### config.mk
export PLATFORM = sky130hd
export DESIGN_NAME = mem_arbiter
export DESIGN_NICKNAME = d
export VERILOG_FILES = /design/src/rtl/mem_arbiter.sv
export SDC_FILE = /design/constraint.sdc
export NUM_CORES = 1
export LEC_CHECK = 0
export CORE_AREA = 3 3 103 105
export CTS_CLUSTER_SIZE = 24
export DETAILED_ROUTE_END_ITERATION = 12
export DIE_AREA = 0 0 106 108
export DONT_BUFFER_PORTS = 1
export PLACE_DENSITY_LB_ADDON = 0.3
export REMOVE_ABC_BUFFERS = 1
export SYNTH_ARGS = -nofsm -noshare
export SYNTH_HDL_FRONTEND = slang
export SYNTH_SLANG_ARGS = --single-unit
### constraint.sdc
create_clock -name CLK -period 4.9 [get_ports CLK]
set_input_delay 0.245 -clock CLK [delete_from_list [all_inputs] [get_ports CLK]]
set_output_delay 0.245 -clock CLK [all_outputs]
set_load 0.005 [all_outputs]
### src/rtl/mem_arbiter.sv
// Two-port (icache/dcache) arbiter onto a single RAM port with completion timeout.
// Optional `MEM_ARB_RR_EN: round-robin on contention instead of fixed dcache priority.
module mem_arbiter #(
  parameter int unsigned TIMEOUT = 15,
  parameter logic [31:0] BAD     = 32'hBAD1BAD1
) (
  input  logic        CLK,
  input  logic        RST,
  input  logic        iREN,
  input  logic [31:0] iaddr,
  output logic        iwait,
  output logic [31:0] iload,
  input  logic        dREN,
  input  logic        dWEN,
  input  logic [31:0] daddr,
  input  logic [31:0] dstore,
  output logic        dwait,
  output logic [31:0] dload,
  output logic        ramREN,
  output logic        ramWEN,
  output logic [31:0] ramaddr,
  output logic [31:0] ramstore,
  input  logic [31:0] ramload,
  input  logic [1:0]  ramstate,
  output logic        err
);

  typedef enum logic [1:0] {FREE = 2'd0, BUSY = 2'd1, ACCESS = 2'd2, ERROR = 2'd3} ramstate_t;
  typedef enum logic [1:0] {IDLE = 2'd0, IGNT = 2'd1, DGNT = 2'd2} state_t;

  state_t      state_q, state_d;
  logic [31:0] addr_q, addr_d;
  logic [31:0] store_q, store_d;
  logic        wr_q, wr_d;
  logic [3:0]  cnt_q, cnt_d;
  logic        err_q, err_d;
  ramstate_t   rs;
  logic        i_req, d_req, d_wins, granted, done, abort, finish;

  assign rs      = ramstate_t'(ramstate);
  assign i_req   = iREN;
  assign d_req   = dREN | dWEN;
  assign granted = (state_q != IDLE);
  assign done    = granted && (rs == ACCESS);
  assign abort   = granted && !done && (cnt_q == 4'(TIMEOUT));
  assign finish  = done | abort;

`ifdef MEM_ARB_RR_EN
  // last_d_q = 1 when the dcache was the most recently served requester
  logic last_d_q, last_d_d;
  assign d_wins = d_req && (!i_req || !last_d_q);
`else
  assign d_wins = d_req;
`endif

  always_ff @(posedge CLK or posedge RST) begin
    if (RST) begin
      state_q  <= IDLE;
      addr_q   <= '0;
      store_q  <= '0;
      wr_q     <= 1'b0;
      cnt_q    <= '0;
      err_q    <= 1'b0;
`ifdef MEM_ARB_RR_EN
      last_d_q <= 1'b0;
`endif
    end else begin
      state_q  <= state_d;
      addr_q   <= addr_d;
      store_q  <= store_d;
      wr_q     <= wr_d;
      cnt_q    <= cnt_d;
      err_q    <= err_d;
`ifdef MEM_ARB_RR_EN
      last_d_q <= last_d_d;
`endif
    end
  end

  always_comb begin
    state_d = state_q;
    case (state_q)
      IDLE: begin
        if (d_wins)     state_d = DGNT;
        else if (i_req) state_d = IGNT;
      end
      IGNT, DGNT: if (finish) state_d = IDLE;
      default: state_d = IDLE;
    endcase
  end

  // Latched transaction context; requester inputs are ignored once granted
  always_comb begin
    addr_d  = addr_q;
    store_d = store_q;
    wr_d    = wr_q;
    cnt_d   = cnt_q;
    err_d   = err_q | abort;
`ifdef MEM_ARB_RR_EN
    last_d_d = last_d_q;
    if (finish) last_d_d = (state_q == DGNT);
`endif
    if (state_q == IDLE) begin
      cnt_d = '0;
      if (d_wins) begin
        addr_d  = daddr;
        store_d = dstore;
        wr_d    = dWEN;
      end else if (i_req) begin
        addr_d = iaddr;
        wr_d   = 1'b0;
      end
    end else if (!finish) begin
      cnt_d = cnt_q + 4'd1;
    end
  end

  always_comb begin
    ramREN   = granted && !wr_q;
    ramWEN   = granted && wr_q;
    ramstore = store_q;
    ramaddr  = addr_q;
    // Address lookahead in IDLE so the RAM sees it on the first grant cycle
    if (state_q == IDLE && !RST) begin
      if (d_wins)     ramaddr = daddr;
      else if (i_req) ramaddr = iaddr;
    end
    iwait = !((state_q == IGNT) && finish);
    dwait = !((state_q == DGNT) && finish);
    iload = '0;
    dload = '0;
    if (state_q == IGNT) iload = done ? ramload : (abort ? BAD : 32'h0);
    if (state_q == DGNT) dload = done ? ramload : (abort ? BAD : 32'h0);
    err = err_q;
  end

endmodule

# [Yosys cells after proc, flatten, opt, wreduce, memory -nomap -nowiden]
# Cells that the tools add are included.
[word_totals] reg_bits=72 latchBits=0 ram_bits=0 romBits=0 inputBits=135 out_inout_bits=133 wordCells=52 n_memories=0
[op_classes] addsub=1 n_mul=0 div_mod_pow=0 n_lt_le_gt_ge=0 eq_ne=7 n_shift=0 mux=15 n_bitwise=3 reduce_logical=20
[ops] cell="two-way mux 32 bit" n=7
[ops] cell="logical AND 1 bit" n=8
[ops] cell="two-way mux 4 bit" n=2
[ops] cell="two-way mux 2 bit" n=3
[ops] cell="AND reduction 2 bit" n=3
[ops] cell="logical NOT 1 bit" n=5
[ops] cell="adder 4 x 1 -> 4 bit (second input constant)" n=1
[ops] cell="equality test 2 bit (second input constant)" n=2
[ops] cell="equality test 4 bit (second input constant)" n=1
[ops] cell="case mux 2 bit (2 select lines)" n=1
[ops] cell="nonzero test 2 bit" n=2
[ops] cell="!= test 3 bit (second input constant)" n=1
[ops] cell="bitwise OR 1 bit" n=3
[ops] cell="equality test 2 x 1 -> 1 bit (second input constant)" n=1
[ops] cell="logical NOT 2 bit" n=1
[ops] cell="two-way mux 1 bit" n=2
[ops] cell="!= test 2 x 1 -> 1 bit (second input constant)" n=1
[ops] cell="!= test 2 bit (second input constant)" n=1
[ops] cell="OR reduction 2 bit" n=1

# [Longest topological paths before layout]
[logic_depth] depth_word=8 depth_mapped=7

# [Least setup slack after synthesis]
# No wires, ideal clock.
[synth_timing] kind="reg-to-output" from="register state_q[0]" to="output port ramaddr[10]" arrival_time_ns=1.534 required_time_ns=4.655 path_slack_ns=3.121 path_stages_with_launch=8 n_path_buf=2 cell_sequence="dfrtp_1 inv_1 ha_1 nor2b_1 clkbuf_1 o21ai_2 buf_2 a22o_1"
[synth_via] elab_chain_len=3
[synth_lines] item="from (decl)" line="31" rtl="state_t state_q, state_d;"
[synth_lines] item="from (signal assigned)" line="68" rtl="state_q <= state_d;"
[synth_lines] item="logical NOT 2 bit" line="124" rtl="if (state_q == IDLE && !RST) begin"
[synth_lines] item="logical AND 1 bit" line="124"
[synth_lines] item="two-way mux 32 bit" line="124"
[synth_lines] item="to (decl)" line="21" rtl="output logic [31:0] ramaddr,"
# No other way between the ends.

# [Worst setup path in the final report]
[layout_timing] from="register state_q[0]" to="output port dload[0]"
[layout_via] elab_chain_len=8
[layout_lines] item="nonzero test 2 bit" line="43" rtl="assign granted = (state_q != IDLE);"
[layout_lines] item="logical AND 1 bit" line="44" rtl="assign done = granted && (rs == ACCESS);"
[layout_lines] item="logical NOT 1 bit" line="45" rtl="assign abort = granted && !done && (cnt_q == 4'(TIMEOUT));"
[layout_lines] item="logical AND 1 bit (2 in series)" line="45"
[layout_lines] item="two-way mux 32 bit (2 in series)" line="133" rtl="if (state_q == DGNT) dload = done ? ramload : (abort ? BAD : 32'h0);"
[layout_lines] item="two-way mux 32 bit (*)" line="133"
[layout_lines] item="to (decl)" line="18" rtl="output logic [31:0] dload,"
# Mark *: on every way between the ends. The rest lies on a longest branch, timed or not.

==> flow_summary.ini <==
[status]
status = finished clean

[global_route]
grt_pass1_vias = 3033
overflow = 0
grt_pass1_wl_um = 16700
grt_use_total_pct = 18.4
antenna_found_initial = 0
grt_max_degree = 45

[setup_path]
critical_path_class = flop to primary output
timing.rr.start = state_q[0]
rrSetupSlack_ns = 2.49
path_max_fanout = 42
startpoint_type = flop
endpoint_kind = primary output
r2r_end = cnt_q[1]
crit_required_ns = 4.66
ff2ff_path_depth = 6
cp.arrival_ns = 2.92

[die]
die_area_mm2 = 0.0114
io_pins = 268
start_util_pct = 42.3
fp.dieH_um = 108
rows = 36
core_area_mm2 = 0.00973
die_w_um = 106

[power_and_ir_drop]
p_leak_uw = 0.00191
power-per-cell-area_mw_per_mm2 = 594
ir_drop_uv = 162

[detailed_routing]
routedWlPerCell_um = 22.7
drc_errors = 0
wirelength_um = 11200
drtAntennaViolNets = 0
vias_per_cell = 6.24
dr.pass1.iters = 4
drtIter0Drc = 172
via_count = 3074

[synth]
synthDistinctLibCells = 35
synth.area.top_cells = dfrtp_1 (44%), a22o_1 (21%), mux2_1 (9.0%)
synth_top_area_cell = dfrtp_1
synth_commonest_cells = a22o_1 (98), dfrtp_1 (72), nor2b_1 (38)
synth_ff_type = dfrtp_1
synth-seq-area-share_pct = 43.8
netlist_instances = 374
synth_warnings = 0
ys_async_sr_fraction_pct = 100
synth-edff-count = 0
post-synth-top-count-cell = a22o_1
netlist_area_mm2 = 0.00412
synth.avg_cell_area_um2 = 11.0
ys_ff_latch = 72
synth_top_area_share_pct = 43.8

[sta]
finalHoldViolCount = 0
finalCriticalPeriod_ns = 3.17
tightest_slew_ns = 1.19
maxSlewViolCount = 0
fmax_mhz = 316
fin_skew_ns = 0.00588
period_share_pct = 64.6
max_slew_margin_pct = 20.7
setup_slack_ns = 1.73
rsz0062_at_grt = false
finalSetupViolCount = 0
finalSetupTns_ns = 0

[clock_network]
cts_tree = built
cts-resized-gates = 0
cts.sinks = 72
cts_buffer_depth = 2
cts_buffers = 9
clock_latency_ns = 0.33
clk_pin_slew_worst_paths_ns = 0.08
cts_root_buf = clkbuf_8
htreeDepth = 3

[min_path]
whs_path_depth = 1
min-delay-start = dstore[7]
worstHoldEndpoint = ramstore[7]
hp-class = primary input to flop

[finish]
layout-drive-gt1-share_pct = 8.89
final_nets = 495
area_growth_pct = 5.68
diodes = 0

[run]
cap_viol_max_count = 0

[place]
port_buffers = 0
gp_congestion = 0.748
hpwl_um = 7970
place_ws_ns = 2.08
-- layout by cell type (no fill, tap or decap), drive strengths merged --
| cell | synthesis | routed |
|---|---|---|
| a211o | 1 | 1 |
| or2 | 2 | 2 |
| nor2b | 38 | 38 |
| nand3 | 1 | 1 |
| o32ai | 1 | 1 |
| nand2 | 2 | 2 |
| and3 | 29 | 29 |
| o21ai | 6 | 6 |
| and4b | 2 | 2 |
| nand2b | 3 | 3 |
| and2 | 1 | 1 |
| nor4 | 1 | 1 |
| nor4b | 2 | 2 |
| clkinvlp | 0 | 2 |
| o22a | 1 | 1 |
| clkinv | 0 | 4 |
| nor3b | 2 | 2 |
| a21oi | 2 | 2 |
| a22oi | 18 | 18 |
| a22o | 98 | 98 |
| dfrtp | 72 | 72 |
| nor2 | 3 | 3 |
| ha | 5 | 5 |
| a21o | 1 | 1 |
| mux2 | 33 | 33 |
| inv | 6 | 7 |
| a211oi | 1 | 1 |
| dlygate4sd3 | 0 | 1 |
| a311oi | 1 | 1 |
| nand4b | 1 | 1 |
| clkbuf | 21 | 9 |
| mux2i | 1 | 1 |
| buf | 19 | 9 |
-- layout make-up --
class	count	area [µm²]
fill	926	5380
multi-input combinational	256	2110
sequential	72	1800
tap	133	166
clock buffer	9	124
timing repair buffer	10	77.6
clock inverter	7	47.5
inverter	6	22.5
-- stage by stage --
| stage | area (µm²) | cells | utilization, % | hold WS, ns | power (µW) |
|---|---|---|---|---|---|
| 2_1_floorplan | 3920 | 334 | - | 0.377 | 1890 |
| 3_3_place_gp | 4170 | 476 | 42.8 | 0.237 | 2170 |
| 3_5_place_dp | 4170 | 476 | 42.8 | 0.229 | 2200 |
| 4_1_cts | 4350 | 493 | 44.7 | 0.0152 | 2620 |
| 5_1_grt | 4350 | 493 | 44.7 | 0.00328 | 2770 |
| 6_report | 4350 | 493 | 44.7 | 0.0366 | 2580 |
-- worst max path at each step --
stage,start,endpoint,slack [ns],cells after the start
after floorplan,state_q[0],ramaddr[0],1.11,5
after global placement,state_q[0],dload[13],2.17,7
after detailed placement,state_q[0],dload[13],2.08,7
after CTS,state_q[0],dload[13],1.69,7
after global routing,state_q[0],dload[0],1.44,7
final,state_q[0],dload[0],1.73,7
-- critical path, stage by stage (launching register included) --
cell and delay, ns:
dfrtp_1 0.38, inv_1 0.09, ha_1 0.19, buf_4 0.26, nor3b_4 1.01, buf_4 0.31, a22oi_1 0.11, nor2b_1 0.23
-- metal layers --
| metal | GRT usage (%) | wire (µm) | vias to the layer above |
|---|---|---|---|
| met5 | 0 | 0 | - |
| li1 | - | - | 1384 |
| met2 | 32.5 | 5800 | 173 |
| met4 | 6.11 | 126 | 0 |
| met3 | 4.36 | 822 | 8 |
| met1 | 22.3 | 4440 | 1509 |
-- logic make-up after synthesis --
| logic type | synth area share, % |
|---|---|
| compound gates | 26.5 |
| simple gates | 13.6 |
| flops | 43.8 |
| buf+inv | 5.32 |
| mux | 9.27 |
| fa+ha+maj | 1.52 |
-- sequential cells by signal (all words and copies together) (netlist names) --
signal / count
addr_q: 32
ramstore: 32
cnt_q: 4
state_q: 2
err: 1
wr_q: 1
-- power by group --
group	total (µW)	switching, µW	internal, µW
registers	1080	191	886
logic	1100	587	510
clock network	410	227	183
-- what timing repair did --
action / 4_1_cts / 5_1_grt
endpoints found under the hold margin: 28 / 0
setup buffers: 0 / 0
hold buffers: 1 / 0
Note: power is estimated with default switching activity, not from simulation.
